--- src/rtl/softmax_job_scheduler_pkg.sv ---
// Shared types and defaults for the softmax job scheduler: job record layout,
// scheduler FSM states and softmax engine timing limits.
package softmax_job_scheduler_pkg;

    localparam int unsigned NUM_OF_NODES      = 4;
    localparam int unsigned DATA_WIDTH        = 8;
    localparam int unsigned ALPHA_DATA_WIDTH  = 12;
    localparam int unsigned NUM_NODE_WIDTH    = 3;
    localparam int unsigned SM_MIN_LAT        = 8;
    localparam int unsigned SM_TIMEOUT_CYCLES = 1024;

    localparam logic [NUM_NODE_WIDTH-1:0] MAX_NODES = NUM_NODE_WIDTH'(NUM_OF_NODES);

    typedef enum logic [1:0] {
        IDLE,
        LAUNCH,
        WAIT
    } sched_state_e;

    typedef struct packed {
        logic [NUM_NODE_WIDTH-1:0]          num_nodes;
        logic [NUM_OF_NODES*DATA_WIDTH-1:0] coef;
    } sm_job_t;

    localparam int unsigned JOB_WIDTH = $bits(sm_job_t);

    // A job is only worth running if it names between 1 and NUM_OF_NODES entries.
    function automatic logic legal_len(input logic [NUM_NODE_WIDTH-1:0] n);
        return (n != '0) && (n <= MAX_NODES);
    endfunction

endpackage

--- src/rtl/softmax_job_scheduler_fifo.sv ---
// Synchronous job queue for the softmax scheduler; head entry is visible on
// rdata whenever the queue is non-empty.
module softmax_job_scheduler_fifo #(
    parameter int unsigned DEPTH = 2,
    parameter int unsigned WIDTH = 8
) (
    input  logic             clk,
    input  logic             rst,
    input  logic             push,
    input  logic             pop,
    input  logic [WIDTH-1:0] wdata,
    output logic [WIDTH-1:0] rdata,
    output logic             full,
    output logic             empty
);

    localparam int unsigned AW = $clog2(DEPTH);

    logic [WIDTH-1:0] mem [DEPTH];
    // Pointers carry one wrap bit so full and empty are distinguishable.
    logic [AW:0]      wr_ptr;
    logic [AW:0]      rd_ptr;

    assign empty = (wr_ptr == rd_ptr);
    assign full  = (wr_ptr[AW] != rd_ptr[AW]) && (wr_ptr[AW-1:0] == rd_ptr[AW-1:0]);
    assign rdata = mem[rd_ptr[AW-1:0]];

    always_ff @(posedge clk) begin
        if (push && !full) begin
            mem[wr_ptr[AW-1:0]] <= wdata;
        end
    end

    always_ff @(posedge clk) begin
        if (rst) begin
            wr_ptr <= '0;
            rd_ptr <= '0;
        end else begin
            if (push && !full) begin
                wr_ptr <= wr_ptr + 1'b1;
            end
            if (pop && !empty) begin
                rd_ptr <= rd_ptr + 1'b1;
            end
        end
    end

endmodule

--- src/rtl/softmax_job_scheduler.sv ---
// Feeds queued attention-coefficient jobs one at a time into the shared softmax
// engine and parks each result in a valid/ready register for aggregation.
module softmax_job_scheduler
    import softmax_job_scheduler_pkg::*;
#(
    parameter int unsigned FIFO_DEPTH     = 2,
    parameter int unsigned MIN_LAT        = SM_MIN_LAT,
    parameter int unsigned TIMEOUT_CYCLES = SM_TIMEOUT_CYCLES,
    parameter int unsigned JOB_CNT_WIDTH  = 16
) (
    input  logic                                   clk,
    input  logic                                   rst,
    input  logic                                   enable_i,
    input  logic                                   clear_i,
    input  logic [JOB_CNT_WIDTH-1:0]               total_jobs_i,
    input  logic                                   coef_valid_i,
    output logic                                   coef_ready_o,
    input  logic [NUM_OF_NODES*DATA_WIDTH-1:0]     coef_i,
    input  logic [NUM_NODE_WIDTH-1:0]              num_nodes_i,
    output logic                                   sm_valid_o,
    output logic [NUM_OF_NODES*DATA_WIDTH-1:0]     sm_coef_o,
    output logic [NUM_NODE_WIDTH-1:0]              sm_num_of_nodes_o,
    input  logic                                   sm_ready_i,
    input  logic [NUM_OF_NODES*ALPHA_DATA_WIDTH-1:0] alpha_i,
    output logic                                   alpha_valid_o,
    input  logic                                   alpha_ready_i,
    output logic [NUM_OF_NODES*ALPHA_DATA_WIDTH-1:0] alpha_o,
    output logic [NUM_NODE_WIDTH-1:0]              alpha_num_of_nodes_o,
    output logic                                   busy_o,
    output logic                                   done_o,
    output logic [JOB_CNT_WIDTH-1:0]               job_cnt_o,
    output logic                                   len_err_o,
    output logic                                   timeout_o
);

    localparam int unsigned CW = $clog2(TIMEOUT_CYCLES + 1);
    localparam logic [CW-1:0] MIN_LAT_C = CW'(MIN_LAT);
    localparam logic [CW-1:0] TIMEOUT_C = CW'(TIMEOUT_CYCLES);

    sched_state_e state;
    sched_state_e state_next;

    logic          launch;
    logic          capture;
    logic          expire;
    logic          in_service;
    logic          len_ok;
    logic          accept;
    logic          push;
    logic          fifo_full;
    logic          fifo_empty;
    sm_job_t       fifo_wdata;
    sm_job_t       fifo_rdata;
    logic [CW-1:0] wait_cnt;

    // in_service keeps coef_ready_o low through reset and releases it one cycle later.
    assign coef_ready_o = in_service && !fifo_full;
    assign len_ok       = legal_len(num_nodes_i);
    assign accept       = coef_valid_i && coef_ready_o;
    assign push         = accept && len_ok;
    assign fifo_wdata   = {num_nodes_i, coef_i};

    assign sm_valid_o = (state == LAUNCH);
    assign busy_o     = (state != IDLE) || !fifo_empty;

    softmax_job_scheduler_fifo #(
        .DEPTH (FIFO_DEPTH),
        .WIDTH (JOB_WIDTH)
    ) u_fifo (
        .clk   (clk),
        .rst   (rst),
        .push  (push),
        .pop   (launch),
        .wdata (fifo_wdata),
        .rdata (fifo_rdata),
        .full  (fifo_full),
        .empty (fifo_empty)
    );

    always_ff @(posedge clk) begin
        if (rst) begin
            state <= IDLE;
        end else begin
            state <= state_next;
        end
    end

    always_comb begin
        state_next = state;
        launch     = 1'b0;
        capture    = 1'b0;
        expire     = 1'b0;
        case (state)
            IDLE: begin
                if (enable_i && !fifo_empty && (!alpha_valid_o || alpha_ready_i)) begin
                    launch     = 1'b1;
                    state_next = LAUNCH;
                end
            end
            LAUNCH: begin
                state_next = WAIT;
            end
            WAIT: begin
                // Early completions are stale handshakes from the previous job.
                if (sm_ready_i && (wait_cnt >= MIN_LAT_C)) begin
                    capture    = 1'b1;
                    state_next = IDLE;
                end else if (wait_cnt == TIMEOUT_C) begin
                    expire     = 1'b1;
                    state_next = IDLE;
                end
            end
            default: begin
                state_next = IDLE;
            end
        endcase
    end

    always_ff @(posedge clk) begin
        if (rst) begin
            in_service           <= 1'b0;
            wait_cnt             <= '0;
            sm_coef_o            <= '0;
            sm_num_of_nodes_o    <= '0;
            alpha_valid_o        <= 1'b0;
            alpha_o              <= '0;
            alpha_num_of_nodes_o <= '0;
            done_o               <= 1'b0;
            job_cnt_o            <= '0;
            len_err_o            <= 1'b0;
            timeout_o            <= 1'b0;
        end else begin
            in_service <= 1'b1;

            if (launch) begin
                sm_coef_o         <= fifo_rdata.coef;
                sm_num_of_nodes_o <= fifo_rdata.num_nodes;
            end

            if (state == LAUNCH) begin
                wait_cnt <= '0;
            end else if (state == WAIT) begin
                wait_cnt <= wait_cnt + 1'b1;
            end

            if (capture) begin
                alpha_valid_o        <= 1'b1;
                alpha_o              <= alpha_i;
                alpha_num_of_nodes_o <= sm_num_of_nodes_o;
            end else if (alpha_ready_i) begin
                alpha_valid_o <= 1'b0;
            end

            done_o <= capture && (total_jobs_i != '0) && (job_cnt_o + 1'b1 == total_jobs_i);

            if (clear_i) begin
                job_cnt_o <= '0;
                len_err_o <= 1'b0;
                timeout_o <= 1'b0;
            end else begin
                if (capture) begin
                    if ((total_jobs_i != '0) && (job_cnt_o + 1'b1 == total_jobs_i)) begin
                        job_cnt_o <= '0;
                    end else begin
                        job_cnt_o <= job_cnt_o + 1'b1;
                    end
                end
                if (accept && !len_ok) begin
                    len_err_o <= 1'b1;
                end
                if (expire) begin
                    timeout_o <= 1'b1;
                end
            end
        end
    end

endmodule

--- config.mk ---
export PLATFORM = sky130hd
export DESIGN_NAME = softmax_job_scheduler
export DESIGN_NICKNAME = d
export VERILOG_FILES = /design/src/rtl/softmax_job_scheduler_pkg.sv /design/src/rtl/softmax_job_scheduler_fifo.sv /design/src/rtl/softmax_job_scheduler.sv
export SDC_FILE = /design/constraint.sdc
export NUM_CORES = 1
export LEC_CHECK = 0
export BUFFER_PORTS_ARGS = -buffer_cell sky130_fd_sc_hd__buf_2
export CAP_MARGIN = 20
export CORE_MARGIN = 1.5
export CORE_UTILIZATION = 48
export CTS_BUF_LIST = sky130_fd_sc_hd__clkbuf_8
export CTS_CLUSTER_SIZE = 12
export DETAILED_ROUTE_END_ITERATION = 16
export PLACE_DENSITY = 0.74
export SLEW_MARGIN = 20
export SYNTH_ARGS = -nofsm -noshare
export SYNTH_HDL_FRONTEND = slang
export SYNTH_SLANG_ARGS = --single-unit
--- constraint.sdc ---
create_clock -name clk -period 5.1 [get_ports clk]
set_input_delay 0.51 -clock clk [delete_from_list [all_inputs] [get_ports clk]]
set_output_delay 0.51 -clock clk [all_outputs]
set_load 0.005 [all_outputs]
==> results of run 1 <==
[metrics by stage]
| stage | cell area (µm²) | setup WS [ps] | hold WS [ps] |
|---|---|---|---|
| floorplan | 7800 | 1430 | 453 |
| global placement | 9000 | 1950 | 439 |
| detailed placement | 9000 | 1860 | 444 |
| CTS | 9370 | 1840 | 198 |
| global route | 9370 | 1610 | 195 |
| finish | 9370 | 1910 | 236 |
[power by group]
group	switching [mW]	total [mW]	internal, mW
sequential	0.0273	1.68	1.66
combinational	0.165	0.294	0.129
clock	0.544	0.936	0.393
[registers in the layout (all words and copies together) (netlist names), 2 cells and up]
name                  flops
alpha_num_of_nodes_o      3
wait_cnt                 11
sm_coef_o                32
u_fifo.wr_ptr             2
state                     2
u_fifo.mem               70
alpha_o                  48
sm_num_of_nodes_o         3
job_cnt_o                16
u_fifo.rd_ptr             2
[worst paths after layout]
| path | from | endpoint | slack (ps) | depth (start not counted) |
|---|---|---|---|---|
| worst max register to register | state[1]$_SDFFE_PP0P_ | job_cnt_o[1]$_SDFFE_PP0P_ | 1910 | 6 |
| worst min register to register | alpha_o[9]$_SDFFE_PP0P_ | alpha_o[9]$_SDFFE_PP0P_ | 460 | 2 |
| worst min-delay path | coef_i[16] | u_fifo.mem[0][16]$_DFFE_PP_ | 240 | 1 |
| worst max-delay path | state[1]$_SDFFE_PP0P_ | job_cnt_o[1]$_SDFFE_PP0P_ | 1910 | 6 |
[cells by family after synthesis]
| kind of cell | count (synthesis) | share of synthesized area (%) |
|---|---|---|
| simple gates | 280 | 16.8 |
| flops | 194 | 58.8 |
| compound gates | 132 | 10.7 |
| buf+inv | 58 | 3.05 |
| xor+xnor | 45 | 5.05 |
| mux | 40 | 5.15 |
| fa+ha+maj | 3 | 0.481 |
[worst reg2reg max path, stage by stage (launching register included)]
cell	delay, ps
dfxtp_1	450
nor2b_1	530
o211a_2	290
buf_4	500
o2111ai_1	300
nor4_4	850
a2111oi_0	130
[cells in the final DEF (no fill, tap or decap), types with 2 or more instances in the layout]
master and instances:
nand3_1 10, xnor2_1 24, a211oi_1 35, o21a_1 2
nor2b_1 4, or3_1 7, xor2_1 21, and2_1 2
nand4_1 10, nor4_1 24, mux2i_1 39, buf_4 7
o21ai_0 10, a31oi_1 2, clkinvlp_4 3, inv_1 12
nor3_1 8, clkbuf_8 17, nor2_1 67, nand2b_1 4
clkinv_4 2, edfxtp_1 70, and4_1 3, o2111ai_1 2
inv_8 2, o211ai_1 5, nor3b_1 2, nand2_1 124
and3_1 4, buf_2 213, a21oi_1 59, inv_6 3
o22ai_1 2, ha_1 3, or4_1 2, a41oi_1 2
dfxtp_1 123
[metal layers]
layer  GRT usage [%]  wire length (µm)
met1            26.6              7890
met2            34.0              8620
met3            6.72              1200
met4            5.82               196
met5               0                 0
[area by class of cell]
cell class | count | area [µm²]
repair buffers | 220 | 1120
inverters | 9 | 33.8
well taps | 216 | 270
flip-flops and latches | 194 | 4590
multi-input cells | 500 | 2990
clock inverters | 15 | 135
diodes | 1 | 2.50
fillers | 1393 | 6510
clock buffers | 17 | 234
==> flow_summary.toml, run 1 <==
[outcome]
status = "complete, no violations"

[power]
p_per_area_nw_per_um2 = 311
p_total_mw = 2.91
leakage_nw = 3.60
peakVddDrop_mv = 0.205

[placed_design]
placedCellCount = 1139
place_hpwl_um = 11900
place_congestion = 0.878
io_buffers = 214

[grt]
grt_max_degree = 75
grt_use_total_pct = 20.8
grt_pass1_wl_um = 27700
grt_overflow = 0
antenna_found_initial = 0
grt_pass1_vias = 5619

[yosys]
synthesis.area_um2 = 7800
postSynth.asyncResetShare_pct = 0
synthFlopType = "dfxtp_1"
synthesis.nets = 861
ys_warn_count = 0
netlist_instances = 752
synth-seq-cells = 194
yosysSeqAreaShare_pct = 58.8
avgSynthCellArea_um2 = 10.4
synth_cell_type_count = 54
synth_edf_count = 70
synth_top_area_share_pct = 31.8
synth_top_cells_by_area = "dfxtp_1 (32%), edfxtp_1 (27%), nand2_1 (6.0%), mux2i_1 (5.0%), a21oi_1 (3.8%)"
yosys.area.top_type = "dfxtp_1"
netlist_top_cells_count = "dfxtp_1 (124), nand2_1 (124), edfxtp_1 (70)"

[worst_setup_path]
crit_slowest_cell = "nor4_4"
critical_path.top_delay_family = "simple AND/OR/NAND/NOR gates"
path_cells = "nor2b_1 -> o211a_2 -> buf_4 -> o2111ai_1 -> nor4_4 -> a2111oi_0"
critPathKind = "flop to flop"
startpoint_type = "flop"
critPathBufInv = 1
critical_path_required_ps = 5390
path_max_fanout = 60
endpoint_kind = "flop"
cp_data_arrival_time_ps = 3490
critPathMaxStageDelay_ps = 840

[sta]
totalNegativeSetupSlack_ps = 0
rsz0062_at_grt = "false"
period_needed_ps = 3190
worst_pin_slew_ps = 887
setup_violations = 0
fin_crit_sh_pct = 62.6
drv_slew = 0
hold_viol_final = 0
clock-skew-final_ps = 15.2
max_freq_ghz = 0.313
maxSlewHeadroom_pct = 40.8

[routing]
wire_per_inst_um = 15.3
vias = 6088
ant_nets = 0
vias_per_cell = 5.19
wirelength_um = 17900
dr.pass1.iters = 5
drt_iter0_markers = 535
drc_errors = 0

[floorplan]
die_h_um = 130
start_util_pct = 49.1
ioPinCount = 215
core_um2 = 15900
std_cell_rows = 46
die_x_um = 130
dieArea_um2 = 17000

[clocking]
cts_buffers = 17
cts_tree = "built"
clock_sinks = 194
clkLatencyLatePin_ps = 450
clk_path_buf_depth = 2
hold_buffers = 0
htree_num_levels = 4
clk_root_buffer_cell = "clkbuf_8"
path_clk_slew_ps = 100
cts_setup_buffers = 0
post_cts_resized = 0

[layout]
drive_above_1_share_pct = 27.1
final_core_util_pct = 59.0
post_layout_nonfiller_instances = 1172
synthToLayoutAreaGrowth_pct = 20.2
nNetsFinal = 1051

[worst_hold_path]
min_path_type = "primary input to flop"

[job]
max_cap_viol_count = 0
Note: power is estimated with default switching activity, not from simulation.
==> run 2: changes to the inputs <==
- clock period: 5.1 -> 3 ns (I/O delays scaled with it)
==> run 2 against run 1 <==
Net effect:
- total power increased by 73%
- die area unchanged
- combinational power is 82% higher
- largest cell class unchanged
- maximum frequency grew 17%
- highest routed layer unchanged
- final cell count grew 2.7%
==> flow_summary.toml, run 2 (synthesized netlist as in run 1, its figures left out) <==
[clocking]
cts_buffers = 17
htree_num_levels = 4
cts_tree = "built"
clock_sinks = 194
post_cts_resized = 0
clk_path_buf_depth = 2
path_clk_slew_ps = 90
clk_root_buffer_cell = "clkbuf_8"
clkLatencyLatePin_ps = 460

[sta]
drv_slew = 0
rsz0062_at_grt = "false"
period_needed_ps = 2720
setup_violations = 0
max_freq_ghz = 0.367
timing.final.ws_setup_ps = 277
maxSlewHeadroom_pct = 50.3
clock-skew-final_ps = 14.1
fin_crit_sh_pct = 90.8
totalNegativeSetupSlack_ps = 0
hold_viol_final = 0
worst_pin_slew_ps = 745

[worst_setup_path]
path_cells = "ha_1 -> nand4_1 -> nor4_2 -> nand3b_1 -> o2111ai_1 -> nor4_4 -> buf_4 -> nor4_1"
crit_slowest_cell = "dfxtp_1"
critPathKind = "flop to flop"
path_max_fanout = 12
critPathMaxStageDelay_ps = 470
reg2regPathDepth = 8
endpoint_kind = "flop"
startpoint_type = "flop"
timing.reg2reg.setup_slack_ps = 280
cp_data_arrival_time_ps = 3030
critical_path_required_ps = 3310

[grt]
grt_pass1_vias = 5590
grt_pass1_wl_um = 27400
antenna_found_initial = 2
grt_max_degree = 72
grt_overflow = 0
grt_use_total_pct = 20.8

[power]
leakage_nw = 3.75
peakVddDrop_mv = 0.403
p_per_area_nw_per_um2 = 518

[floorplan]
die_x_um = 130
start_util_pct = 49.1
ioPinCount = 215
core_um2 = 15900
dieArea_um2 = 17000
std_cell_rows = 46
die_h_um = 130

[worst_hold_path]
timing.hold.worst_path_depth = 1
min_path_type = "primary input to flop"

[layout]
drive_above_1_share_pct = 27.3
largest_reg_flops = 70
synthToLayoutAreaGrowth_pct = 24.7
layout_commonest_cell = "buf_2"
most-common-layout-cells = "buf_2 (213), nand2_1 (124), dfxtp_1 (123)"
antenna_cells = 0
nNetsFinal = 1084

[placed_design]
place_hpwl_um = 12300
io_buffers = 214
place_congestion = 0.902
pre_cts_ws_ps = 269

[routing]
vias = 6197
drt_iter0_markers = 456
dr.pass1.iters = 5
wire_per_inst_um = 15.1
wirelength_um = 18100
drc_errors = 0
vias_per_cell = 5.15
ant_nets = 0

[outcome]
status = "complete, no violations"

[job]
max_cap_viol_count = 0
run 2: what timing repair did:
action | CTS | global route
hold buffers | 24 | 0
endpoints found under the hold margin | 45 | 0
setup buffers | 0 | 0
setup endpoints to repair | 0 | 11
run 2: through the flow:
stage                     hold slack (ps)  instance area [µm²]  instances  util, %  power (mW)
after global placement                439                 9100       1148     57.3        3.42
after global routing                 5.49                 9720       1204     61.2        5.25
final                                35.2                 9720       1204     61.2        5.03
after floorplan                       399                 7800        752        -        3.21
after detailed placement              444                 9100       1148     57.3        3.44
after CTS                          0.0938                 9720       1204     61.2        5.09
run 2: final timing paths:
kind                                                    end                 startpoint
worst max-delay path              job_cnt_o[9]$_SDFFE_PP0P_  job_cnt_o[0]$_SDFFE_PP0P_
worst min-delay path            u_fifo.mem[1][31]$_DFFE_PP_                 coef_i[31]
worst max register to register    job_cnt_o[9]$_SDFFE_PP0P_  job_cnt_o[0]$_SDFFE_PP0P_
worst min register to register     alpha_o[35]$_SDFFE_PP0P_   alpha_o[35]$_SDFFE_PP0P_
run 2: final cells by class:
class / instances / area (µm²)
fill: 1349 / 6160
multi-input combinational: 500 / 3000
tap: 216 / 270
inverter: 9 / 33.8
clock inverter: 15 / 149
clock buffer: 17 / 234
sequential: 194 / 4590
timing repair buffer: 253 / 1450
run 2: worst max-delay path, delay by kind of cell (launching register included):
family | cells | cell delay [ps]
flops | 1 | 470
simple gates | 5 | 1340
buf+inv | 1 | 270
compound gates | 1 | 190
fa+ha+maj | 1 | 300
run 2: power by group:
| part | total, mW | internal (mW) | switching [mW] | leakage (nW) |
|---|---|---|---|---|
| combinational | 0.536 | 0.249 | 0.287 | 1.93 |
| clock | 1.64 | 0.683 | 0.953 | 0.191 |
| sequential | 2.86 | 2.82 | 0.0447 | 1.64 |
run 2: metal layers:
layer | wire length, µm | part of all wire [%] | GRT usage [%] | vias up
met5 | 0 | 0 | 0 | -
met4 | 304 | 1.7 | 7.63 | 0
met3 | 1410 | 7.8 | 6.27 | 27
met2 | 8840 | 49 | 35.2 | 204
met1 | 7570 | 42 | 25.2 | 2849
li1 | - | - | - | 3117
